[src/rtl/z80_timer.sv]
`default_nettype none
// +----------------------------------------------------------------------------+
// | Module      : z80_timer                                                    |
// | Description : IO-mapped 16-bit down-counting timer slave for the Z80 bus,  |
// |               with prescaler, one-shot/auto-reload expiry and interrupt.   |
// |               Option macro Z80_TIMER_READ_WAIT_EN adds a 1-clk read wait.  |
// | Revision    : 1.0 - initial release                                        |
// +----------------------------------------------------------------------------+

package z80_bus_pkg;
    typedef struct packed {
        logic [15:0] addr;
        logic [7:0]  dmaster;
        logic        rdn;
        logic        wrn;
    } Z80MasterBus;

    typedef struct packed {
        logic [7:0] dslave;
        logic       mwait;
    } Z80SlaveBus;
endpackage

module z80_timer
    import z80_bus_pkg::*;
#(
    parameter int PRESCALE = 16
) (
    input  logic        clk,
    input  logic        rst,
    input  logic        ena,
    input  Z80MasterBus ibus,
    output Z80SlaveBus  obus,
    output logic        int_n
);

    localparam int                     c_presc_w    = $clog2(PRESCALE) + 1;
    localparam logic [c_presc_w-1:0]   c_presc_max  = c_presc_w'(PRESCALE - 1);
    localparam logic [1:0]             c_reg_ctrl   = 2'd0;
    localparam logic [1:0]             c_reg_status = 2'd1;
    localparam logic [1:0]             c_reg_lo     = 2'd2;
    localparam logic [1:0]             c_reg_hi     = 2'd3;

    logic [2:0]           r_ctrl;
    logic                 r_expired;
    logic [15:0]          r_count;
    logic [7:0]           r_reload_lo;
    logic [7:0]           r_reload_hi;
    logic [7:0]           r_hi_latch;
    logic [c_presc_w-1:0] r_presc;
    logic                 r_wr_prev;
    logic                 r_rd_prev;
    logic                 r_int_n;

    logic       w_wr_act, w_rd_act, w_wr_stb, w_rd_stb;
    logic       w_wr_ctrl, w_wr_status, w_wr_lo, w_wr_hi;
    logic       w_stop_wr, w_tick, w_tick_eff, w_cnt_zero, w_expire;
    logic [7:0] w_rd_mux;
    logic [7:0] w_dslave;
    logic       w_mwait;
    logic       w_unused_addr;

    assign w_unused_addr = &{1'b0, ibus.addr[15:2]};

    assign w_wr_act    = ena & ~ibus.wrn;
    assign w_rd_act    = ena & ~ibus.rdn;
    assign w_wr_stb    = w_wr_act & ~r_wr_prev;
    assign w_rd_stb    = w_rd_act & ~r_rd_prev;

    assign w_wr_ctrl   = w_wr_stb & (ibus.addr[1:0] == c_reg_ctrl);
    assign w_wr_status = w_wr_stb & (ibus.addr[1:0] == c_reg_status);
    assign w_wr_lo     = w_wr_stb & (ibus.addr[1:0] == c_reg_lo);
    assign w_wr_hi     = w_wr_stb & (ibus.addr[1:0] == c_reg_hi);

    // A CNT_HI write or a CTRL write that stops the timer swallows a coincident tick.
    assign w_stop_wr   = w_wr_ctrl & ~ibus.dmaster[0];
    assign w_tick      = r_ctrl[0] & (r_presc == c_presc_max);
    assign w_tick_eff  = w_tick & ~w_wr_hi & ~w_stop_wr;
    assign w_cnt_zero  = (r_count == 16'd0);
    assign w_expire    = w_tick_eff & w_cnt_zero;

    always_ff @(posedge clk) begin
        if (rst) begin
            r_ctrl      <= 3'd0;
            r_expired   <= 1'b0;
            r_count     <= 16'd0;
            r_reload_lo <= 8'd0;
            r_reload_hi <= 8'd0;
            r_hi_latch  <= 8'd0;
            r_presc     <= '0;
            r_wr_prev   <= 1'b0;
            r_rd_prev   <= 1'b0;
            r_int_n     <= 1'b1;
        end else begin
            r_wr_prev <= w_wr_act;
            r_rd_prev <= w_rd_act;
            r_int_n   <= ~(r_expired & r_ctrl[2]);

            if (w_wr_hi || w_stop_wr || !r_ctrl[0] || (r_presc == c_presc_max))
                r_presc <= '0;
            else
                r_presc <= r_presc + 1'b1;

            if (w_wr_ctrl)
                r_ctrl <= ibus.dmaster[2:0];
            else if (w_expire && !r_ctrl[1])
                r_ctrl[0] <= 1'b0;

            // Expiry takes priority over a simultaneous write-1-to-clear.
            if (w_expire)
                r_expired <= 1'b1;
            else if (w_wr_status && ibus.dmaster[0])
                r_expired <= 1'b0;

            if (w_wr_lo)
                r_reload_lo <= ibus.dmaster;
            if (w_wr_hi)
                r_reload_hi <= ibus.dmaster;

            if (w_wr_hi)
                r_count <= {ibus.dmaster, r_reload_lo};
            else if (w_tick_eff) begin
                if (!w_cnt_zero)
                    r_count <= r_count - 16'd1;
                else if (r_ctrl[1])
                    r_count <= {r_reload_hi, r_reload_lo};
            end

            if (w_rd_stb && (ibus.addr[1:0] == c_reg_lo))
                r_hi_latch <= r_count[15:8];
        end
    end

    always_comb begin
        w_rd_mux = 8'hFF;
        case (ibus.addr[1:0])
            c_reg_ctrl:   w_rd_mux = {5'd0, r_ctrl};
            c_reg_status: w_rd_mux = {7'd0, r_expired};
            c_reg_lo:     w_rd_mux = r_count[7:0];
            default:      w_rd_mux = r_hi_latch;
        endcase
    end

`ifdef Z80_TIMER_READ_WAIT_EN
    logic [7:0] r_rd_data;

    always_ff @(posedge clk) begin
        if (rst)
            r_rd_data <= 8'hFF;
        else if (w_rd_stb)
            r_rd_data <= w_rd_mux;
    end

    // The wait cycle covers the capture; afterwards the held snapshot is presented.
    assign w_mwait  = rst | ~w_rd_stb;
    assign w_dslave = (w_rd_act && !rst && !w_rd_stb) ? r_rd_data : 8'hFF;
`else
    assign w_mwait  = 1'b1;
    assign w_dslave = (w_rd_act && !rst) ? w_rd_mux : 8'hFF;
`endif

    always_comb begin
        obus.dslave = w_dslave;
        obus.mwait  = w_mwait;
    end

    assign int_n = r_int_n;

endmodule
`default_nettype wire

[config.mk]
export PLATFORM = sky130hd
export DESIGN_NAME = z80_timer
export DESIGN_NICKNAME = d
export VERILOG_FILES = /design/src/rtl/z80_timer.sv
export SDC_FILE = /design/constraint.sdc
export NUM_CORES = 1
export LEC_CHECK = 0
export BUFFER_PORTS_ARGS = -buffer_cell sky130_fd_sc_hd__buf_2
export CORE_UTILIZATION = 50
export CTS_CLUSTER_DIAMETER = 150
export DETAILED_ROUTE_END_ITERATION = 7
export PLACE_DENSITY_LB_ADDON = 0.2
export SLEW_MARGIN = 10
export SYNTH_ARGS = -nofsm -noshare
export SYNTH_HDL_FRONTEND = slang
export SYNTH_SLANG_ARGS = --single-unit
export TNS_END_PERCENT = 20
[constraint.sdc]
create_clock -name clk -period 2.9 [get_ports clk]
set_input_delay 0.145 -clock clk [delete_from_list [all_inputs] [get_ports clk]]
set_output_delay 0.145 -clock clk [all_outputs]
set_load 0.03 [all_outputs]
==> run summary, run 1 <==
At the worst endpoint, the required time is 3110 ps. Once detailed placement completed, the half-perimeter wirelength came to 5113 um. Type of the worst setup path: reg -> reg.

The via count of the first global-routing pass came out at 2386. STA classifies the critical path startpoint as a register. The synthesized netlist devotes 2.509% of its cell area to XOR and XNOR gates.

The region available for standard cell placement spans 0.005238 mm^2. The I/O pin count came out at 39. The total congestion overflow was 0; the final clock period utilization by the worst path was 92.64%. The most frequently used cell type in the post-synthesis netlist is sky130_fd_sc_hd__dfxtp_1.

The first global-routing pass estimated 12120 um of wire. The logs give 53.32% for the initial cell density of the core and 425 for the iteration-0 DRC count of the detailed router. In this run, placement finished with an instance count of 418. Combinational cells account for 16.5% of the total power. Based on the critical path, the design can be clocked at up to 372.2 MHz.

Category of the worst setup path capture point: a register. Entering global routing, the biggest net connects 28 pins. In this run the worst path has a maximum fanout of 13. The clock transition at the registers of the reported paths is 90 ps, and the total of endpoints with negative setup slack in the final report is 0.

The number of H-tree levels was 2; the clock sink count was 52. Floorplan die height: 76.74 um. The number of gates resized after cts was 0.

The tools report the synthesized netlist net count as 372. The first TritonRoute pass finished after 5 iterations. The initial antenna violation count is 0, and the worst vdd rail ir drop is 0.2777 mV. 0 antenna diodes ended up in the layout. Adding up every negative setup slack in the final design gives 0 ps.

The share of total power dissipated in sequential elements is 50.6%. For the DRC violation count after routing, the log shows 0. The detail route stage leaves a number of antenna-violating nets equal to 0. After synthesis, the largest family of logic cells by area is simple AND/OR/NAND/NOR gates.

For the number of hold violations in the final report, the log shows 0. For this run, the number of Yosys warnings is 0. The fraction of registers with async set or reset after synthesis came out at 0%.

By count the netlist is led by sky130_fd_sc_hd__dfxtp_1, sky130_fd_sc_hd__nand2_1, sky130_fd_sc_hd__nor2_1. In the post-synthesis netlist, the biggest area contributors are sky130_fd_sc_hd__dfxtp_1, sky130_fd_sc_hd__nand2_1, sky130_fd_sc_hd__mux2i_1. The type of the tightest min-delay check is in -> reg.

Once the clock tree was built, the setup fixing pass inserted 0 buffers. In this run the static leakage power is 1.191 nW. For the worst setup path, the data arrival time is 2900 ps. The post-synthesis instance total came out at 339. Summing the areas of all compound-gate instances in the mapped netlist gives 18.59% of the synthesized area. The worst register-to-register path has a setup slack of 210 ps.

Dividing total power by cell area gives a power density of 473.7 mW/mm^2. Summed over its instances, the top area cell type makes up 37.28% of the synthesized netlist area. The tools report the reported max-cap violation count as 0. For the worst-skew pair, the clock arrives at the later sink with an insertion delay of 310 ps.

The fraction of the mapped netlist area in simple logic gates is 25.54%. Prevailing post-synth register cell: sky130_fd_sc_hd__dfxtp_1. Number of buffers inserted during clock tree synthesis: 5. The mapped netlist covers 0.002793 mm^2. After the flow finishes, the layout carries non-filler instances totaling 424.

The length in cells of the worst reg-to-reg path is 7, and the relative max-transition margin is 46.23%. The number of buffers on the longest clock path came out at 2. Of the total synthesized cell area, the portion taken by full adders, half adders and majority gates is 1.792%.

Setup repair after global routing left no endpoint under its margin. Routability congestion estimate from global placement: 0.9471. The worst hold path stage count is 3. sky130_fd_sc_hd__dfxtp_1 takes more of the synthesized area than any other cell.

Cell row count: 26. At the pin with the least slew margin, the transition time is 802.8 ps. CTS placed an instance of sky130_fd_sc_hd__clkbuf_8 at the clock tree root. After detailed routing, the number of vias per cell comes to 6.038.

TritonCTS built the clock tree. Summed over all nets, the switching power comes to 395.0 uW. Wires add up to 7145 um. Counting flops with a built-in enable in the synthesized netlist gives 0. The final max-slew violation count was 0.

The tools report the share of the yosys chip area belonging to registers as 37.28%. The number of distinct library cells after synthesis came out at 64. The signed area change from the synthesized netlist to the final layout was 10.39%; the final setup skew was 5.449 ps. Overall die area: 0.005888 mm^2.

Net switching is 27.05% of the power. The shortest clock period the worst path allows after layout is 2687 ps. The clock network fraction of design power is 32.9%, and the proportion of synthesized area in mux cells is 9.364%.

The fraction of final layout cells sized beyond drive strength 1 is 17.80%, and the quantity of hold-fixing buffers added after cts is 0. The flow ran to the end, and the final reports show no timing, DRC or antenna violations. The final route contains 2560 vias. The wire length per cell after detailed routing is 16.85 um.

The width of the chip came out at 76.74 um. The port buffer count is 23, and the register bit total from synthesis is 52. The logs give 25.97% for the combined global-route utilization of all metal layers and 388 for the final-stage net count. In this run the mean area of a mapped cell was 8.238 um^2. Internal power comes to 1.066 mW.
==> critical path: stages, from the launching register on <==
cell                       delay (ps)
sky130_fd_sc_hd__dfxtp_1          350
sky130_fd_sc_hd__inv_1            170
sky130_fd_sc_hd__ha_1             210
sky130_fd_sc_hd__or4b_1           530
sky130_fd_sc_hd__or4_4            650
sky130_fd_sc_hd__o21ai_2          310
sky130_fd_sc_hd__nand2_1          100
sky130_fd_sc_hd__a311oi_1         280
==> cell families (layout without fill, tap and decap cells) <==
logic type               Yosys count  count (layout)
flip-flops                        52              52
AND/OR/NAND/NOR                  144             144
multiplexers                      24              24
XOR/XNOR                           8               8
AO/OA/AOI/OAI                     74              74
adder cells (fa/ha/maj)            4               4
buffers and inverters             32              47
other                              1               1
==> per-layer routing <==
metal | vias to the layer above | global-route usage [%] | share of wire, %
li1 | 1245 | - | -
met3 | 16 | 5.000 | 6.8
met4 | 0 | 9.038 | 2.1
met1 | 1195 | 36.85 | 47
met2 | 104 | 39.02 | 44
met5 | - | 0 | 0
==> per-stage QoR <==
step                      util [%]  setup WS, ps  power (mW)  hold slack, ps  area [um^2]
after floorplan                  -         618.6      0.9261           281.0         2793
after global placement       56.98         325.6      0.9874           408.2         2984
after detailed placement     56.98         300.8      0.9897           412.3         2984
after CTS                    58.86         253.3       1.467           90.00         3083
after global routing         58.86         68.98       1.517           106.3         3083
final                        58.86         213.3       1.461           92.03         3083
==> sequential cells by signal, summed over array words and instances (netlist names) <==
signal / cells
r_count: 16
r_hi_latch: 8
r_reload_hi: 8
r_reload_lo: 8
r_presc: 5
r_ctrl: 3
int_n: 1
r_expired: 1
r_rd_prev: 1
r_wr_prev: 1
==> cells in the final DEF, fill, tap and decap left out, drive strengths merged, types with 3 or more instances in the layout <==
master | netlist | layout
a211oi | 3 | 3
nand4b | 3 | 3
and3 | 3 | 3
inv | 5 | 5
or3 | 3 | 3
or4 | 5 | 5
mux2i | 16 | 16
xnor2 | 3 | 3
ha | 4 | 4
nor2 | 34 | 34
nor3 | 13 | 13
clkbuf | 21 | 5
o22ai | 3 | 3
buf | 6 | 36
dfxtp | 52 | 52
o211ai | 4 | 4
a21oi | 23 | 23
nand2 | 48 | 48
mux2 | 7 | 7
a22oi | 3 | 3
o21a | 4 | 4
a311oi | 3 | 3
o2bb2ai | 4 | 4
a22o | 3 | 3
xor2 | 5 | 5
nand3 | 14 | 14
nand2b | 3 | 3
nand3b | 3 | 3
nor4 | 4 | 4
o21ai | 9 | 9
==> layout make-up <==
cell class / instances / area (um^2)
Fill cell: 474 / 2155
Multi-Input combinational cell: 255 / 1624
Sequential cell: 52 / 1041
Timing Repair Buffer: 36 / 212.7
Tap cell: 70 / 87.58
Clock buffer: 5 / 68.82
Clock inverter: 1 / 30.03
Inverter: 5 / 18.77
==> final timing paths <==
kind                                              start                           to
worst min-delay path                            ibus[8]  r_reload_lo[6]$_SDFFE_PP0P_
worst min register to register   r_ctrl[2]$_SDFFE_PP0N_             int_n$_SDFF_PP1_
worst max-delay path            r_count[0]$_SDFFE_PP0P_     r_count[14]$_SDFFE_PP0P_
worst max register to register  r_count[0]$_SDFFE_PP0P_     r_count[14]$_SDFFE_PP0P_
==> power by group through the flow <==
stage	clock (mW)	combinational, mW	sequential (mW)
CTS	0.491	0.238	0.738
finish	0.480	0.241	0.739
detailed placement	0	0.235	0.755
floorplan	0	0.176	0.750
global route	0.516	0.260	0.741
global placement	0	0.233	0.755
No activity file was read; power rests on OpenSTA's default activity.
==> run 2, diff against run 1 <==
ABC_AREA = 1   (was unset)
==> run summary, run 2 <==
The run finished with clean final reports. The largest net degree at the start of global routing is 28 (unchanged). The clock transition at the registers of the reported paths works out to 100 ps (was 90 ps). The placed wire-length estimate after detailed placement was 5115 um (was 5113 um). The tools report the startpoint of the tightest hold check path as ibus[0] (was ibus[8]). The clock network fraction of design power was 32.1% (was 32.9%).

The area after detailed placement is 0.002957 mm^2 (was 0.002984 mm^2), and the number of vias per cell after detailed routing is 5.210 (was 6.038). The width of the chip was 77.19 um (was 76.74 um); the fmax was 454.2 MHz (was 372.2 MHz). The number of distinct library cells after synthesis is 36 (was 64), and the total congestion overflow is 0 (unchanged). The slew at the pin closest to its max-slew limit was 767.8 ps (was 802.8 ps); the port buffer count was 23 (unchanged). Remaining antenna violation count after routing: 0 (unchanged).

The logs give 7 (was 5) for the detailed-router iteration count before antenna repair and 44.8% (was 50.6%) for the relative contribution of sequential cells to total power. For the aggregate negative setup slack, the log shows 0 ps (unchanged). The leading cell type in the layout, fill and taps excluded was sky130_fd_sc_hd__nand2_1 (was sky130_fd_sc_hd__dfxtp_1).

The number of warnings issued by yosys was 0 (unchanged); the net switching share of the total power was 31.91% (was 27.05%). The logs give 1.669 mW (was 1.461 mW) for the total power consumption of the routed design and 23.1% (was 16.5%) for the combinational fraction of design power. The fraction of registers with async set or reset after synthesis is 0% (unchanged), and the share of the synthesized area in the top cell type is 36.83% (was 37.28%). Most frequently used cell type in the post-synthesis netlist: sky130_fd_sc_hd__nand2_1 (was sky130_fd_sc_hd__dfxtp_1).

Start of the worst register-to-register path: r_count[0]$_SDFFE_PP0P_ (unchanged). Cell chosen for the clock root: sky130_fd_sc_hd__clkbuf_8 (unchanged). The run gives 0 (unchanged) as the number of hold violations in the final report. The fraction of final layout cells sized beyond drive strength 1 was 12.78% (was 17.80%). TritonCTS built the clock tree. The floorplan die height came out at 77.19 um (was 76.74 um).

The tools report the routability congestion estimate from global placement as 0.9081 (was 0.9471). Setup repair after global routing left no endpoint under its margin. The number of flip-flops under the largest register name was 16 (unchanged). The logs give 1.136 mW (was 1.066 mW) for the internal power consumption and 2.222 ps (was 5.449 ps) for the final setup skew. The logs give 0 (unchanged) for the initial antenna violation count and 2 (unchanged) for the number of buffers on the longest clock path. The count of flip-flops with a built-in enable after synthesis is 0 (unchanged), and the I/O pin count is 39 (unchanged). The tools report the number of gates resized after cts as 0 (unchanged). Power density over cell area: 542.3 mW/mm^2 (was 473.7 mW/mm^2). The shortest clock period the worst path allows after layout was 2202 ps (was 2687 ps). For the via count of the first global-routing pass, the log shows 2357 (was 2386). For the post-synthesis instance total, the log shows 426 (was 339).

The tools report the cell row count as 27 (was 26). The total of endpoints with negative setup slack in the final report was 0 (unchanged); the final clock period utilization by the worst path was 75.92% (was 92.64%). The category of the worst setup path launch point is a register (unchanged).

Combined global-route utilization of all metal layers: 23.95% (was 25.97%). The register bit total from synthesis came out at 52 (unchanged). The antenna diode instance count is 0 (unchanged).

The startpoint of the most critical setup path is r_count[0]$_SDFFE_PP0P_ (unchanged). For the reported leakage power, the log shows 1.415 nW (was 1.191 nW). Final-stage net count: 478 (was 388). Leading post-synthesis cells by instance count: sky130_fd_sc_hd__nand2_1, sky130_fd_sc_hd__nor2_1, sky130_fd_sc_hd__dfxtp_1 (was sky130_fd_sc_hd__dfxtp_1, sky130_fd_sc_hd__nand2_1, sky130_fd_sc_hd__nor2_1). Cell type with the largest total area after synthesis: sky130_fd_sc_hd__dfxtp_1 (unchanged). The via total after detailed routing came out at 2699 (was 2560). The tools report the clock sink count as 52 (unchanged). The type of the tightest min-delay check is in -> reg (unchanged). Top area cells in the synthesized netlist: sky130_fd_sc_hd__dfxtp_1, sky130_fd_sc_hd__nand2_1, sky130_fd_sc_hd__nor2_1 (was sky130_fd_sc_hd__dfxtp_1, sky130_fd_sc_hd__nand2_1, sky130_fd_sc_hd__mux2i_1). The reported max-cap violation count came out at 0 (unchanged). The initial cell density of the core was 51.65% (was 53.32%). The signed area change from the synthesized netlist to the final layout is 8.898% (was 10.39%), and the netlist area before placement is 0.002826 mm^2 (was 0.002793 mm^2).

The DRC violation count after routing is 0 (unchanged). The mean instance size in the synthesized netlist was 6.635 um^2 (was 8.238 um^2). Final max-slew violation count: 0 (unchanged). The iteration-0 DRC count of the detailed router is 273 (was 425), and the arrival time of the worst setup path is 2420 ps (was 2900 ps). Global-route wire length before repair: 11330 um (was 12120 um). The post-layout instance area was 0.003078 mm^2 (was 0.003083 mm^2). Number of setup buffers added after CTS: 0 (unchanged). The logs give 3110 ps (about the same) for the required arrival time at the worst endpoint and 532.6 uW (was 395.0 uW) for the switching component of the power. The largest driver fanout on the critical path is 19 (was 13). The wire length per cell after detailed routing came out at 13.16 um (was 16.85 um). Top register by number of flip-flops: r_count (unchanged). Number of inserted filler cells in the final layout: 561 (was 474). The share of the yosys chip area belonging to registers is 36.83% (was 37.28%). The clock latency reported for the late side of the worst-skew pair came out at 310 ps (about the same).

The logs give 5 (unchanged) for the number of buffers inserted during clock tree synthesis and 48.75% (was 46.23%) for the relative max-transition margin. The tools report the placeable core area as 0.005473 mm^2 (was 0.005238 mm^2). Type of the worst setup path: reg -> reg (unchanged).

Category of the worst setup path capture point: a register (unchanged). The sum of routed wire length over all layers came out at 6815 um (was 7145 um). Quantity of hold-fixing buffers added after cts: 0 (unchanged). Commonest non-fill, non-tap cells in the layout: sky130_fd_sc_hd__nand2_1, sky130_fd_sc_hd__nor2_1, sky130_fd_sc_hd__dfxtp_1 (was sky130_fd_sc_hd__dfxtp_1, sky130_fd_sc_hd__nand2_1, sky130_fd_sc_hd__nor2_1). The synthesized netlist net count was 459 (was 372); the overall die area was 0.005958 mm^2 (was 0.005888 mm^2). The smallest hold slack is 15.37 ps (was 92.03 ps). For the number of H-tree levels, the log shows 2 (unchanged).

For the worst vdd rail ir drop, the log shows 0.2518 mV (was 0.2777 mV). Prevailing post-synth register cell: sky130_fd_sc_hd__dfxtp_1 (unchanged).
==> run 2: worst max-delay path, cell delays in order, from the launching register on <==
cell	delay, ps
sky130_fd_sc_hd__dfxtp_1	390
sky130_fd_sc_hd__inv_1	120
sky130_fd_sc_hd__ha_1	220
sky130_fd_sc_hd__inv_1	70
sky130_fd_sc_hd__nor2_1	80
sky130_fd_sc_hd__nand3_1	70
sky130_fd_sc_hd__nor2_1	140
sky130_fd_sc_hd__nand2_1	320
sky130_fd_sc_hd__nand2_4	310
sky130_fd_sc_hd__nand2_1	80
sky130_fd_sc_hd__nand2_1	70
sky130_fd_sc_hd__nand3_1	90
sky130_fd_sc_hd__and2_1	150
==> run 2: final cells by class <==
class	instances	area, um^2	area share, %
clock buffer	6	82.58	2.683
clock inverter	2	38.79	1.260
inverter	49	196.4	6.382
multi-input combinational	314	1514	49.19
sequential	52	1041	33.82
tap	72	90.09	2.927
timing repair buffer	23	115.1	3.740
==> run 2: power groups by stage <==
stage               registers [mW]  logic, mW  clock network (mW)
global placement             0.764      0.377                   0
global route                 0.751      0.435               0.573
detailed placement           0.764      0.381                   0
CTS                          0.748      0.383               0.543
finish                       0.748      0.386               0.536
floorplan                    0.760      0.309                   0
==> run 2: final timing paths <==
check / cells after the start / slack, ps / end
worst max-delay path: 12 / 700 / r_count[15]$_SDFFE_PP0P_
worst min-delay path: 2 / 20 / r_wr_prev$_SDFF_PP0_
worst max register to register: 12 / 700 / r_count[15]$_SDFFE_PP0P_
worst min register to register: 1 / 430 / int_n$_SDFF_PP1_
==> run 2: cell families (layout without fill, tap and decap cells) <==
group | after synthesis | count (layout) | synth area share, %
compound gates | 72 | 72 | 13.50
xor+xnor | 5 | 5 | 1.549
fa+ha+maj | 4 | 4 | 1.771
buf+inv | 60 | 80 | 9.606
flops | 52 | 52 | 36.83
other cells | 1 | 1 | 0.1327
simple gates | 232 | 232 | 36.61
==> run 2: metrics by stage <==
stage	setup WS [ps]	cells	utilization, %
2_1_floorplan	1275	426	-
3_3_place_gp	774.5	510	54.02
3_5_place_dp	732.0	510	54.02
4_1_cts	712.2	518	56.24
5_1_grt	523.5	518	56.24
6_report	698.2	518	56.24
==> run 2: routing by layer <==
layer,GRT usage [%],share of wire (%),vias to the layer above
li1,-,-,1402
met1,35.00,51,1207
met2,36.55,43,84
met3,4.048,5.0,6
met4,5.283,0.84,0
met5,0,0,-
==> run 3, diff against run 2 <==
clock period = 1.8 ns   (was 2.9 ns; I/O delays follow)
==> run summary, run 3 (synthesis gave the netlist of run 2 again) <==
The run gives 26.15% (was 23.95%) as the combined global-route utilization of all metal layers. The buffering stage count on the worst path with inverters included was 2 (unchanged); the signed area change from the synthesized netlist to the final layout was 21.96% (was 8.898%). The detailed-router iteration count before antenna repair was 5 (was 7). The I/O pin count came out at 39 (unchanged). The number of flip-flops under the largest register name came out at 16 (unchanged). The leading cell type in the layout, fill and taps excluded is sky130_fd_sc_hd__nand2_1 (unchanged). Fraction of final layout cells sized beyond drive strength 1: 22.13% (was 12.78%). Port buffer count: 23 (unchanged). The power density over cell area works out to 806.9 mW/mm^2 (was 542.3 mW/mm^2).

The number of H-tree levels is 2 (unchanged). Placeable core area: 0.005473 mm^2 (unchanged). Top register by number of flip-flops: r_count (unchanged). For the final-stage net count, the log shows 511 (was 478). The via total after detailed routing is 2941 (was 2699). TritonCTS built the clock tree. The clock transition at the registers of the reported paths is 90 ps (was 100 ps). The number of cells on the critical path is 12 (unchanged).

The type of the worst setup path is reg -> reg (unchanged). The shortest clock period the worst path allows after layout came out at 1744 ps (was 2202 ps). The delay of the slowest cell on the worst path is 370 ps (was 390 ps). Start of the worst register-to-register path: r_presc[1]$_SDFF_PP0_ (was r_count[0]$_SDFFE_PP0P_). The initial cell density of the core came out at 51.65% (unchanged).

Placed wire-length estimate after detailed placement: 5448 um (was 5115 um). The total of endpoints with negative setup slack in the final report was 0 (unchanged); the switching component of the power was 908.2 uW (was 532.6 uW). The run gives 0 (unchanged) as the reported max-cap violation count. The antenna diode instance count came out at 0 (unchanged).

The tools report the startpoint of the most critical setup path as r_presc[1]$_SDFF_PP0_ (was r_count[0]$_SDFFE_PP0P_). The iteration-0 DRC count of the detailed router is 254 (was 273). The logs give 2000 ps (was 2420 ps) for the arrival time of the worst setup path and 27 (unchanged) for the cell row count. The remaining antenna violation count after routing was 0 (unchanged). Commonest non-fill, non-tap cells in the layout: sky130_fd_sc_hd__nand2_1, sky130_fd_sc_hd__nor2_1, sky130_fd_sc_hd__dfxtp_1 (unchanged). The clock latency reported for the late side of the worst-skew pair is 300 ps (was 310 ps). The slew at the pin closest to its max-slew limit came out at 509.6 ps (was 767.8 ps). The highest-delay cell along the critical path is sky130_fd_sc_hd__dfxtp_2 (was sky130_fd_sc_hd__dfxtp_1). The internal power consumption is 1.873 mW (was 1.136 mW), and the global-route wire length before repair is 12350 um (was 11330 um). The tools report the number of buffers on the longest clock path as 2 (unchanged). The final clock period utilization by the worst path was 96.91% (was 75.92%); the register-to-register setup slack was 60 ps (was 700 ps). The combinational fraction of design power came out at 28.3% (was 23.1%). The tools report the endpoint of the most critical register-to-register path as r_count[15]$_SDFFE_PP0P_ (unchanged). The tools report the largest net degree at the start of global routing as 21 (was 28).

The category of the worst setup path capture point is a register (unchanged). Width of the chip: 77.19 um (unchanged). The required arrival time at the worst endpoint was 2050 ps (was 3110 ps); the via count of the first global-routing pass was 2617 (was 2357). The number of hold violations in the final report is 0 (unchanged), and the net switching share of the total power is 32.65% (was 31.91%). The reported leakage power was 1.594 nW (was 1.415 nW). The largest delay contributor family on the critical path was simple AND/OR/NAND/NOR gates (unchanged).

The critical path's most frequent cell is sky130_fd_sc_hd__nand2_4 (was sky130_fd_sc_hd__nand2_1). For the DRC violation count after routing, the log shows 0 (unchanged). The sum of routed wire length over all layers was 7920 um (was 6815 um); the routability congestion estimate from global placement was 0.9196 (was 0.9081). The length in cells of the worst reg-to-reg path was 12 (unchanged). The largest driver fanout on the critical path is 5 (was 19), and the worst vdd rail ir drop is 0.4781 mV (was 0.2518 mV). The category of the worst setup path launch point is a register (unchanged). Clock network fraction of design power: 28.4% (was 32.1%).

The tools report the aggregate negative setup slack as 0 ps (unchanged). The relative max-transition margin came out at 65.92% (was 48.75%). The tools report the pre-CTS worst setup slack as 31.20 ps (was 732.0 ps).

The number of buffers inserted during clock tree synthesis is 5 (unchanged). The final max-slew violation count is 0 (unchanged). The tools report the overall die area as 0.005958 mm^2 (unchanged). The run gives 43.3% (was 44.8%) as the relative contribution of sequential cells to total power. The tools report the total congestion overflow as 0 (unchanged). The wire length per cell after detailed routing was 14.37 um (was 13.16 um).

Cell chosen for the clock root: sky130_fd_sc_hd__clkbuf_8 (unchanged). The end of the critical path was r_count[15]$_SDFFE_PP0P_ (unchanged). The run gives 0 (unchanged) as the initial antenna violation count. The floorplan die height is 77.19 um (unchanged), and the final setup skew is 4.070 ps (was 2.222 ps). The number of vias per cell after detailed routing was 5.338 (was 5.210). Worst-path cell chain: ha_4 > nand2_4 > nor2_4 > ha_2 > nand2_2 > inv_2 > nand3_2 > nand2_4 > buf_12 > nand2_4 > a21oi_1 > and2_1 (was inv_1 > ha_1 > inv_1 > nor2_1 > nand3_1 > nor2_1 > nand2_1 > nand2_4 > nand2_1 > nand2_1 > nand3_1 > and2_1).

Fmax: 573.3 MHz (was 454.2 MHz). The type of the tightest min-delay check is in -> reg (unchanged). The run finished with clean final reports. The tools report the smallest setup slack after layout as 55.58 ps (was 698.2 ps). Setup repair after global routing could not meet its margin everywhere.

The clock sink count is 52 (unchanged).
[run 3: stage by stage]
stage          area (um^2)  instances  total power, mW  hold WS [ps]  utilization, %
3_5_place_dp          3092        528            1.894         290.6           56.49
5_1_grt               3447        551            2.936         50.62           62.99
6_report              3447        551            2.781         21.76           62.99
3_3_place_gp          3092        528            1.888         283.4           56.49
4_1_cts               3209        537            2.680         20.57           58.64
2_1_floorplan         2826        426            1.723         169.3               -
[run 3: what timing repair did]
item	CTS	global route
buffers inserted	0	8
endpoints found under the hold margin	1	0
hold buffers	1	0
resized for setup	0	29
endpoints found under the setup margin	0	17
[run 3: worst register-to-register path: stages (launching register included)]
cell and delay [ps]:
sky130_fd_sc_hd__dfxtp_2 370, sky130_fd_sc_hd__ha_4 150, sky130_fd_sc_hd__nand2_4 50, sky130_fd_sc_hd__nor2_4 100, sky130_fd_sc_hd__ha_2 190, sky130_fd_sc_hd__nand2_2 60
sky130_fd_sc_hd__inv_2 60, sky130_fd_sc_hd__nand3_2 100, sky130_fd_sc_hd__nand2_4 150, sky130_fd_sc_hd__buf_12 120, sky130_fd_sc_hd__nand2_4 80, sky130_fd_sc_hd__a21oi_1 140
sky130_fd_sc_hd__and2_1 130
[run 3: final cells by class]
class | instances | area, um^2
Fill cell | 503 | 2026
Multi-Input combinational cell | 318 | 1638
Sequential cell | 52 | 1045
Timing Repair Buffer | 51 | 354.1
Inverter | 49 | 203.9
Tap cell | 72 | 90.09
Clock buffer | 6 | 72.57
Clock inverter | 2 | 35.03
Timing Repair inverter | 1 | 8.758
[run 3: how the worst min path moves through the flow]
stage / cells past startpoint / slack (ps) / startpoint / to
floorplan: 1 / 170 / ibus[0] / r_wr_prev$_SDFF_PP0_
global placement: 2 / 280 / ibus[0] / r_wr_prev$_SDFF_PP0_
detailed placement: 2 / 290 / ibus[0] / r_wr_prev$_SDFF_PP0_
CTS: 3 / 20 / ibus[9] / r_reload_lo[7]$_SDFFE_PP0P_
global route: 3 / 50 / ibus[5] / r_reload_lo[3]$_SDFFE_PP0P_
finish: 3 / 20 / ibus[5] / r_reload_lo[3]$_SDFFE_PP0P_
[run 3: layer usage]
layer | part of all wire (%) | vias to the layer above | global-route usage (%) | wire (um)
met5 | 0 | - | 0 | 0
met3 | 6.3 | 13 | 5.000 | 502
met2 | 45 | 100 | 40.62 | 3591
li1 | - | 1471 | - | -
met1 | 46 | 1357 | 36.72 | 3679
met4 | 1.9 | 0 | 6.981 | 148
[run 3: power groups by stage]
stage	Combinational, mW	Sequential (mW)	Clock (mW)
floorplan	0.498	1.23	0
CTS	0.670	1.20	0.807
finish	0.788	1.20	0.789
global placement	0.659	1.23	0
detailed placement	0.664	1.23	0
global route	0.879	1.21	0.849
